$ cat config.mk
export PLATFORM = sky130hd
export DESIGN_NAME = cgra0_conf_ctrl
export DESIGN_NICKNAME = d
export VERILOG_FILES = /design/src/rtl/cgra0_conf_ctrl_pkg.sv /design/src/rtl/cgra0_conf_ctrl_reg_pipe.sv /design/src/rtl/cgra0_conf_ctrl.sv
export SDC_FILE = /design/constraint.sdc
export NUM_CORES = 1
export LEC_CHECK = 0
export CORE_ASPECT_RATIO = 1.75
export CORE_MARGIN = 3
export CORE_UTILIZATION = 27
export DETAILED_ROUTE_END_ITERATION = 8
export DONT_BUFFER_PORTS = 1
export GPL_TIMING_DRIVEN = 0
export REMOVE_ABC_BUFFERS = 1
export SYNTH_ARGS = -nofsm -noshare
export SYNTH_HDL_FRONTEND = slang
export SYNTH_HIERARCHICAL = 1
export SYNTH_SLANG_ARGS = --single-unit
$ cat constraint.sdc
create_clock -name clk -period 3.05 [get_ports clk]
set_input_delay 0.305 -clock clk [delete_from_list [all_inputs] [get_ports clk]]
set_output_delay 0.305 -clock clk [all_outputs]
set_load 0.01 [all_outputs]
$ cat src/rtl/cgra0_conf_ctrl_pkg.sv
// rtl/cgra0_conf_ctrl_pkg.sv - shared widths and state encoding for the CGRA configuration controller
package cgra0_conf_ctrl_pkg;

  localparam int CONF_WIDTH_DEF   = 64;
  localparam int LEN_WIDTH_DEF    = 16;
  localparam int DRAIN_CYCLES_DEF = 4;
  localparam int RUN_WIDTH        = 32;

  localparam logic [2:0] ENC_IDLE   = 3'd0;
  localparam logic [2:0] ENC_LOAD   = 3'd1;
  localparam logic [2:0] ENC_DRAIN  = 3'd2;
  localparam logic [2:0] ENC_RUN    = 3'd3;
  localparam logic [2:0] ENC_FINISH = 3'd4;

  typedef enum logic [2:0] {
    ST_IDLE   = ENC_IDLE,
    ST_LOAD   = ENC_LOAD,
    ST_DRAIN  = ENC_DRAIN,
    ST_RUN    = ENC_RUN,
    ST_FINISH = ENC_FINISH
  } state_e;

endpackage

$ cat src/rtl/cgra0_conf_ctrl_reg_pipe.sv
// rtl/cgra0_conf_ctrl_reg_pipe.sv - single-stage register with async active-high clear
module cgra0_conf_ctrl_reg_pipe #(
  parameter int WIDTH = 64
) (
  input  logic             clk,
  input  logic             rst,
  input  logic [WIDTH-1:0] data_i,
  output logic [WIDTH-1:0] data_o
);

  logic [WIDTH-1:0] data_q;

  always_ff @(posedge clk or posedge rst) begin
    if (rst) data_q <= '0;
    else     data_q <= data_i;
  end

  assign data_o = data_q;

endmodule

$ cat src/rtl/cgra0_conf_ctrl.sv
// rtl/cgra0_conf_ctrl.sv - loads a configuration stream into the PE array, drains, then runs it
module cgra0_conf_ctrl
  import cgra0_conf_ctrl_pkg::*;
#(
  parameter int CONF_WIDTH   = CONF_WIDTH_DEF,
  parameter int LEN_WIDTH    = LEN_WIDTH_DEF,
  parameter int DRAIN_CYCLES = DRAIN_CYCLES_DEF
) (
  input  logic                  clk,
  input  logic                  rst,
  input  logic                  start,
  input  logic [LEN_WIDTH-1:0]  conf_len,
  input  logic [RUN_WIDTH-1:0]  run_cycles,
  input  logic                  conf_valid,
  input  logic [CONF_WIDTH-1:0] conf_data,
  output logic                  conf_ready,
  output logic [CONF_WIDTH-1:0] conf_bus_out,
  input  logic                  stall,
  input  logic                  pe_done,
  output logic                  en_out,
  output logic                  busy,
  output logic                  done
);

  localparam logic [7:0] DRAIN_LAST = 8'(DRAIN_CYCLES - 1);

  state_e                state_q;
  logic [LEN_WIDTH-1:0]  conf_len_q;
  logic [LEN_WIDTH-1:0]  word_cnt_q;
  logic [RUN_WIDTH-1:0]  run_cycles_q;
  logic [RUN_WIDTH-1:0]  run_cnt_q;
  logic [7:0]            drain_cnt_q;
  logic [CONF_WIDTH-1:0] bus_d;
  logic                  accept;
  logic                  run_hit;

  assign conf_ready = (state_q == ST_LOAD);
  assign accept     = conf_ready & conf_valid;
  assign en_out     = (state_q == ST_RUN) & ~stall;
  assign busy       = (state_q != ST_IDLE);
  assign done       = (state_q == ST_FINISH);

  // Bus carries a word only in the cycle after it was accepted; zero otherwise.
  assign bus_d   = accept ? conf_data : '0;
  assign run_hit = (run_cycles_q != '0) && en_out && ((run_cnt_q + 32'd1) == run_cycles_q);

  always_ff @(posedge clk or posedge rst) begin
    if (rst) begin
      state_q      <= ST_IDLE;
      conf_len_q   <= '0;
      word_cnt_q   <= '0;
      run_cycles_q <= '0;
      run_cnt_q    <= '0;
      drain_cnt_q  <= '0;
    end else begin
      case (state_q)
        ST_IDLE: begin
          if (start) begin
            conf_len_q   <= conf_len;
            run_cycles_q <= run_cycles;
            word_cnt_q   <= '0;
            drain_cnt_q  <= '0;
            run_cnt_q    <= '0;
            state_q      <= (conf_len != '0) ? ST_LOAD : ST_DRAIN;
          end
        end
        ST_LOAD: begin
          if (accept) begin
            word_cnt_q <= word_cnt_q + LEN_WIDTH'(1);
            if ((word_cnt_q + LEN_WIDTH'(1)) == conf_len_q) state_q <= ST_DRAIN;
          end
        end
        ST_DRAIN: begin
          if (drain_cnt_q == DRAIN_LAST) state_q <= ST_RUN;
          else                           drain_cnt_q <= drain_cnt_q + 8'd1;
        end
        ST_RUN: begin
          // Saturate so an open-ended run never wraps back to zero.
          if (en_out && (run_cnt_q != '1)) run_cnt_q <= run_cnt_q + 32'd1;
          if (pe_done || run_hit) state_q <= ST_FINISH;
        end
        ST_FINISH: state_q <= ST_IDLE;
        default:   state_q <= ST_IDLE;
      endcase
    end
  end

  cgra0_conf_ctrl_reg_pipe #(
    .WIDTH (CONF_WIDTH)
  ) u_bus_pipe (
    .clk    (clk),
    .rst    (rst),
    .data_i (bus_d),
    .data_o (conf_bus_out)
  );

endmodule

# --- After elaboration in Yosys (flattened, before gate mapping) ---
# Index checks and enable logic that the tools add are counted.
totals:
  inputBits: 118
  elab_cells: 61
  regBits: 171
  output_inout_bits: 68
op_classes:
  n_addsub: 3
  n_eq_ne: 15
  bitwise: 3
  n_reduce_logical: 16
  n_mux: 17
ops:
  columns: ["cell", "count"]
  rows:
  - ["2-to-1 mux 32 bit", 2]
  - ["2-to-1 mux 64 bit", 1]
  - ["case mux 32 bit (2 select lines)", 1]
  - ["adder 32 x 1 -> 32 bit (second input constant)", 1]
  - ["equality test 32 bit", 1]
  - ["2-to-1 mux 16 bit", 2]
  - ["inequality test 32 bit (second input constant)", 1]
  - ["case mux 16 bit (2 select lines)", 1]
  - ["nonzero test 32 bit", 1]
  - ["adder 16 x 1 -> 16 bit (second input constant)", 1]
  - ["equality test 16 bit", 1]
  - ["2-to-1 mux 8 bit", 2]
  - ["case mux 8 bit (2 select lines)", 1]
  - ["nonzero test 16 bit", 1]
  - ["2-to-1 mux 3 bit", 5]
  - ["case mux 3 bit (4 select lines)", 1]
  - ["AND reduction 3 bit", 3]
  - ["adder 8 x 1 -> 8 bit (second input constant)", 1]
  - ["equality test 8 x 2 -> 1 bit (second input constant)", 1]
  - ["inequality test 2 x 1 -> 1 bit (second input constant)", 4]
  - ["equality test 3 x 2 -> 1 bit (second input constant)", 2]
  - ["inequality test 2 bit (second input constant)", 3]
  - ["nonzero test 2 bit", 3]
  - ["AND reduction 5 bit", 1]
  - ["10 further kinds", 13]

# --- Longest topological paths before layout ---
logic_depth:
  word_depth: 7
  mapped_depth: 11
  ltp_nobuf: 9

# --- Modules after synthesis ---
# The synthesis kept the hierarchy.
modules_own_cells:
  columns: ["module", "cells_each", "area_per_inst_um2", "n_inst", "seq_area_each_um2"]
  rows:
  - ["cgra0_conf_ctrl", 855, 6879.1, 1, 2677.6]
  - ["cgra0_conf_ctrl_reg_pipe", 65, 1605.3, 1, 1601.5]

# --- Worst setup path before layout ---
# OpenSTA, ideal clock, no wires.
synth_path:
  path_type: "flip-flop to flip-flop"
  from: "register run_cnt_q[0]"
  to: "register state_q[0]"
  t_required_ps: 2912
  stages_incl_launch_ff: 10
  slack_ps: 325
  t_arrival_ps: 2587
  setup_time_ps: 138
  path_cell_list: "dfrtp_1 ha_1 and4_1 nand2_1 nor4_1 xnor2_1 o21ai_0 or4_1 o21ai_2 o221ai_1"
synth_via:
  elab_chain_cells: 6
synth_rtl:
  columns: ["item", "line", "source"]
  rows:
  - ["start: declaration", "cgra0_conf_ctrl.sv:31", "logic [RUN_WIDTH-1:0] run_cnt_q;"]
  - ["start signal: assignment", "cgra0_conf_ctrl.sv:79", "if (en_out && (run_cnt_q != '1)) run_cnt_q <= run_cnt_q + 32'd1;"]
  - ["adder 32 x 1 -> 32 bit", "cgra0_conf_ctrl.sv:45", "assign run_hit = (run_cycles_q != '0) && en_out && ((run_cnt_q + 32'd1) == run_cycles_q);"]
  - ["equality test 32 bit", "cgra0_conf_ctrl.sv:45", null]
  - ["logical AND 1 bit", "cgra0_conf_ctrl.sv:45", null]
  - ["logical OR 1 bit", "cgra0_conf_ctrl.sv:80", "if (pe_done || run_hit) state_q <= ST_FINISH;"]
  - ["inequality test 2 x 1 -> 1 bit (no line)", null, null]
  - ["AND reduction 5 bit (no line)", null, null]
  - ["end signal: assignment", "cgra0_conf_ctrl.sv:64", "state_q <= (conf_len != '0) ? ST_LOAD : ST_DRAIN;"]
  - ["end: declaration", "cgra0_conf_ctrl.sv:27", "state_e state_q;"]
# Every way passes these cells.
# A chain may end at the register's enable or synchronous reset.

# --- Worst setup path after layout ---
layout_path:
  from: "register run_cnt_q[13]"
  to: "register state_q[0]"
# The elaborated chain is that of the path after synthesis.

==> metrics <==
Critical Path RT=3.35 ns; Inserted Diodes=0; post-synth top area share=50.4%; max cap viols=0; post-synth cell types=64; Hold Slack=0.0344 ns; CP bufs+invs=0; fin crit share=96.8%; Cells after Synth=920; final net count=1117; first-pass GRT wire length=39600 um; biggest area consumer among synthesized cells=dfrtp_1; worst hold path class=in2reg; clock-pin slew on the worst setup and hold paths=roughly 0.07 ns; Die ar.=33700 um^2; Synth Cell Area=between 8000 and 9000 um^2; status=completed; htree depth=4; GRT overflow=0; CTS tree=yes; asr flop ratio synth=100%; CP arrival=3.25 ns; dominant synthesized flop cell=dfrtp_1; synth cell count leaders=nand2_1, dfrtp_1, and3_1, o21ai_0, nor2_1; Seq cells post-synth=171; FILL cells=just over 3000; Crit Path Category=reg2reg; Initial Util=roughly 28%; Final Instance Area=10700 um^2; drt wl/cell=around 18 um; CTS Buf Count=17; Worst Skew=0.00724 ns; gpl congestion=around 0.86; Max Slew Vio Count=0; Worst Setup End Kind=flip-flop; delay of the slowest cell on the worst path=0.55 ns; area grow syn2layout=26.6%; Critical Path Fanout Max=7; Final Hold Viols=0; CP cell instances=nand3_1, or4_4, nor4b_4, xnor2_1, o21ai_0, or4_1, o21ai_2, o221ai_1; f_max=0.339 GHz; Worst-Skew Late Latency=roughly 0.44 ns; Via Count=7272; area post-placement=a little under 9000 um^2; most common cell in the netlist=nand2_1; vias in the first global route=7467; root buf cell=clkbuf_16; HPWL Detailed=roughly 18000 um; ANT nets after route=0; post-synthesis sequential area ratio=50.4%; Core Area=30800 um^2; Die X-Extent=approximately 140 um; Avg Cell Area, Syn=9.22 um^2; CP max-delay cell=or4_1; Die Ht=241 um; I/O Buffers=0; Vias/cell=roughly 5.2; clock buffer depth=2; gr usage total=between 10 and 15%; Initial DRC Count=~350; Peak supply drop=~0.48 mV; layout cells sized above 1=9.91%; drt pass-1 iters=5; Least-Margin Pin Slew=1.08 ns; num ports=186; Min Clock Period, post-route=just under 3 ns; Max-slew headroom=~28%; Cell Pwr Density=743 nW/um^2; # setup viols final=0; CTS Sinks=171; warnings from Yosys=6; critical path's top delay family=simple AND/OR/NAND/NOR gates; CP Launch Type=flip-flop; initial antenna violation count=0; top post-synthesis cells by area=dfrtp_1, nand2_1, and3_1, xnor2_1, o21ai_0; Rows=85; largest net degree at the start of global routing=67; EDFF count, synth=0; Routed Wire Length=25300 um; Leakage Power=about 0.0049 uW; Residual DRC=0
-- final cells by class --
cell class                      count  area (um^2)  area share, %
Clock buffer                       20          457           4.25
Tap cell                          391          489           4.55
Sequential cell                   171         4290           39.9
Clock inverter                     12          153           1.42
Inverter                            9         38.8          0.361
Timing Repair Buffer              113         1190           11.1
Multi-Input combinational cell    684         4120           38.4
-- flip-flops by register name, indices dropped and copies added, names as in the netlist --
name               cells
conf_len_q            16
run_cnt_q             32
state_q                3
drain_cnt_q            8
word_cnt_q            16
run_cycles_q          32
u_bus_pipe/data_o     64
-- where the power goes --
group / internal (uW) / switching (uW) / leakage, uW
Sequential: 2780 / 592 / 0.00227
Combinational: 1020 / 1360 / 0.00233
Clock: 1280 / 954 / 0.000300
-- per-layer routing --
layer,up-vias,global-route usage [%],wire length [um]
li1,3378,-,-
met1,3495,15.2,8930
met2,308,26.8,13300
met3,91,3.90,1490
met4,0,9.79,1560
met5,-,0,0
-- cells by family (layout without fill, tap and decap cells) --
group | Yosys count | after routing | share of synthesized area, %
adders and majority gates | 3 | 3 | 0.442
AOI/OAI and AO/OA | 139 | 139 | 10.0
and+or+nand+nor | 463 | 464 | 27.7
buffers and inverters | 66 | 154 | 3.30
muxes | 3 | 3 | 0.369
DFF | 171 | 171 | 50.4
xor gates and xnor gates | 75 | 75 | 7.74
-- path summary, 6_finish.rpt --
check	startpoint	endpoint	slack [ns]	cells after the start
setup / recovery	run_cnt_q[13]$_DFFE_PP0P_	state_q[0]$_DFFE_PP0P_	0.1	8
hold / removal	conf_data[38]	u_bus_pipe/data_o[38]$_DFF_PP0_	0.03	1
setup reg to reg	run_cnt_q[13]$_DFFE_PP0P_	state_q[0]$_DFFE_PP0P_	0.1	8
hold reg to reg	conf_len_q[12]$_DFFE_PP0P_	conf_len_q[12]$_DFFE_PP0P_	0.49	2
max in group asynchronous	rst	run_cnt_q[11]$_DFFE_PP0P_	1.94	3
min in group asynchronous	rst	drain_cnt_q[0]$_DFFE_PP0P_	0.41	2
-- worst register-to-register path: cells and delay by family, from the launching register on --
family | cells | cell delay, ns
compound gates | 3 | 0.54
xor+xnor | 1 | 0.14
flops | 1 | 0.48
simple gates | 4 | 1.65
-- stage by stage --
step	utilization, %	instances	TNS (ns)	worst slack [ns]	power [uW]
final	34.8	1400	0	0.0969	7980
after global routing	34.8	1400	-0.0114	-0.0114	8510
after CTS	34.2	1392	0	0.0228	8020
after detailed placement	28.9	1263	-24.03	-0.864	5570
after global placement	28.3	1254	-471.43	-4.01	5280
after floorplan	-	863	-114.41	-1.74	4760
-- placed cells by master (no fill, tap or decap), types with 3 or more instances in the layout --
master         synthesis  routed
a21oi_1               13      13
a31oi_1                8       8
and2_1                 7       6
and3_1                73      73
and4_1                 9       9
buf_12                 0       5
buf_4                  0      13
buf_6                  1       3
clkbuf_16              0      17
clkinv_4               0       5
dfrtp_1              171     162
dfrtp_2                0       9
dlygate4sd3_1          0      89
inv_1                  9       7
inv_6                  0       4
nand2_1              194     192
nand2b_1               4       4
nand3_1               27      26
nand4_1               26      26
nor2_1                53      52
nor2_4                 0       4
nor2b_1                5       5
nor3_1                12      10
nor3b_1                5       4
nor4_1                21      16
nor4_2                 1       3
nor4_4                 1       4
o21ai_0               73      73
o31ai_1               17      16
o41ai_1                7       7
or4_1                  5       4
xnor2_1               52      52
xor2_1                23      23
-- what timing repair did --
action                                  CTS  global route
setup buffers                             7             8
hold buffers                             89             0
pin swaps                                 5             4
gates resized for setup                  19            18
endpoints found under the setup margin   35            31
hold endpoints to repair                161             0
cloned                                    1             0
No activity file was read; power rests on OpenSTA's default activity.
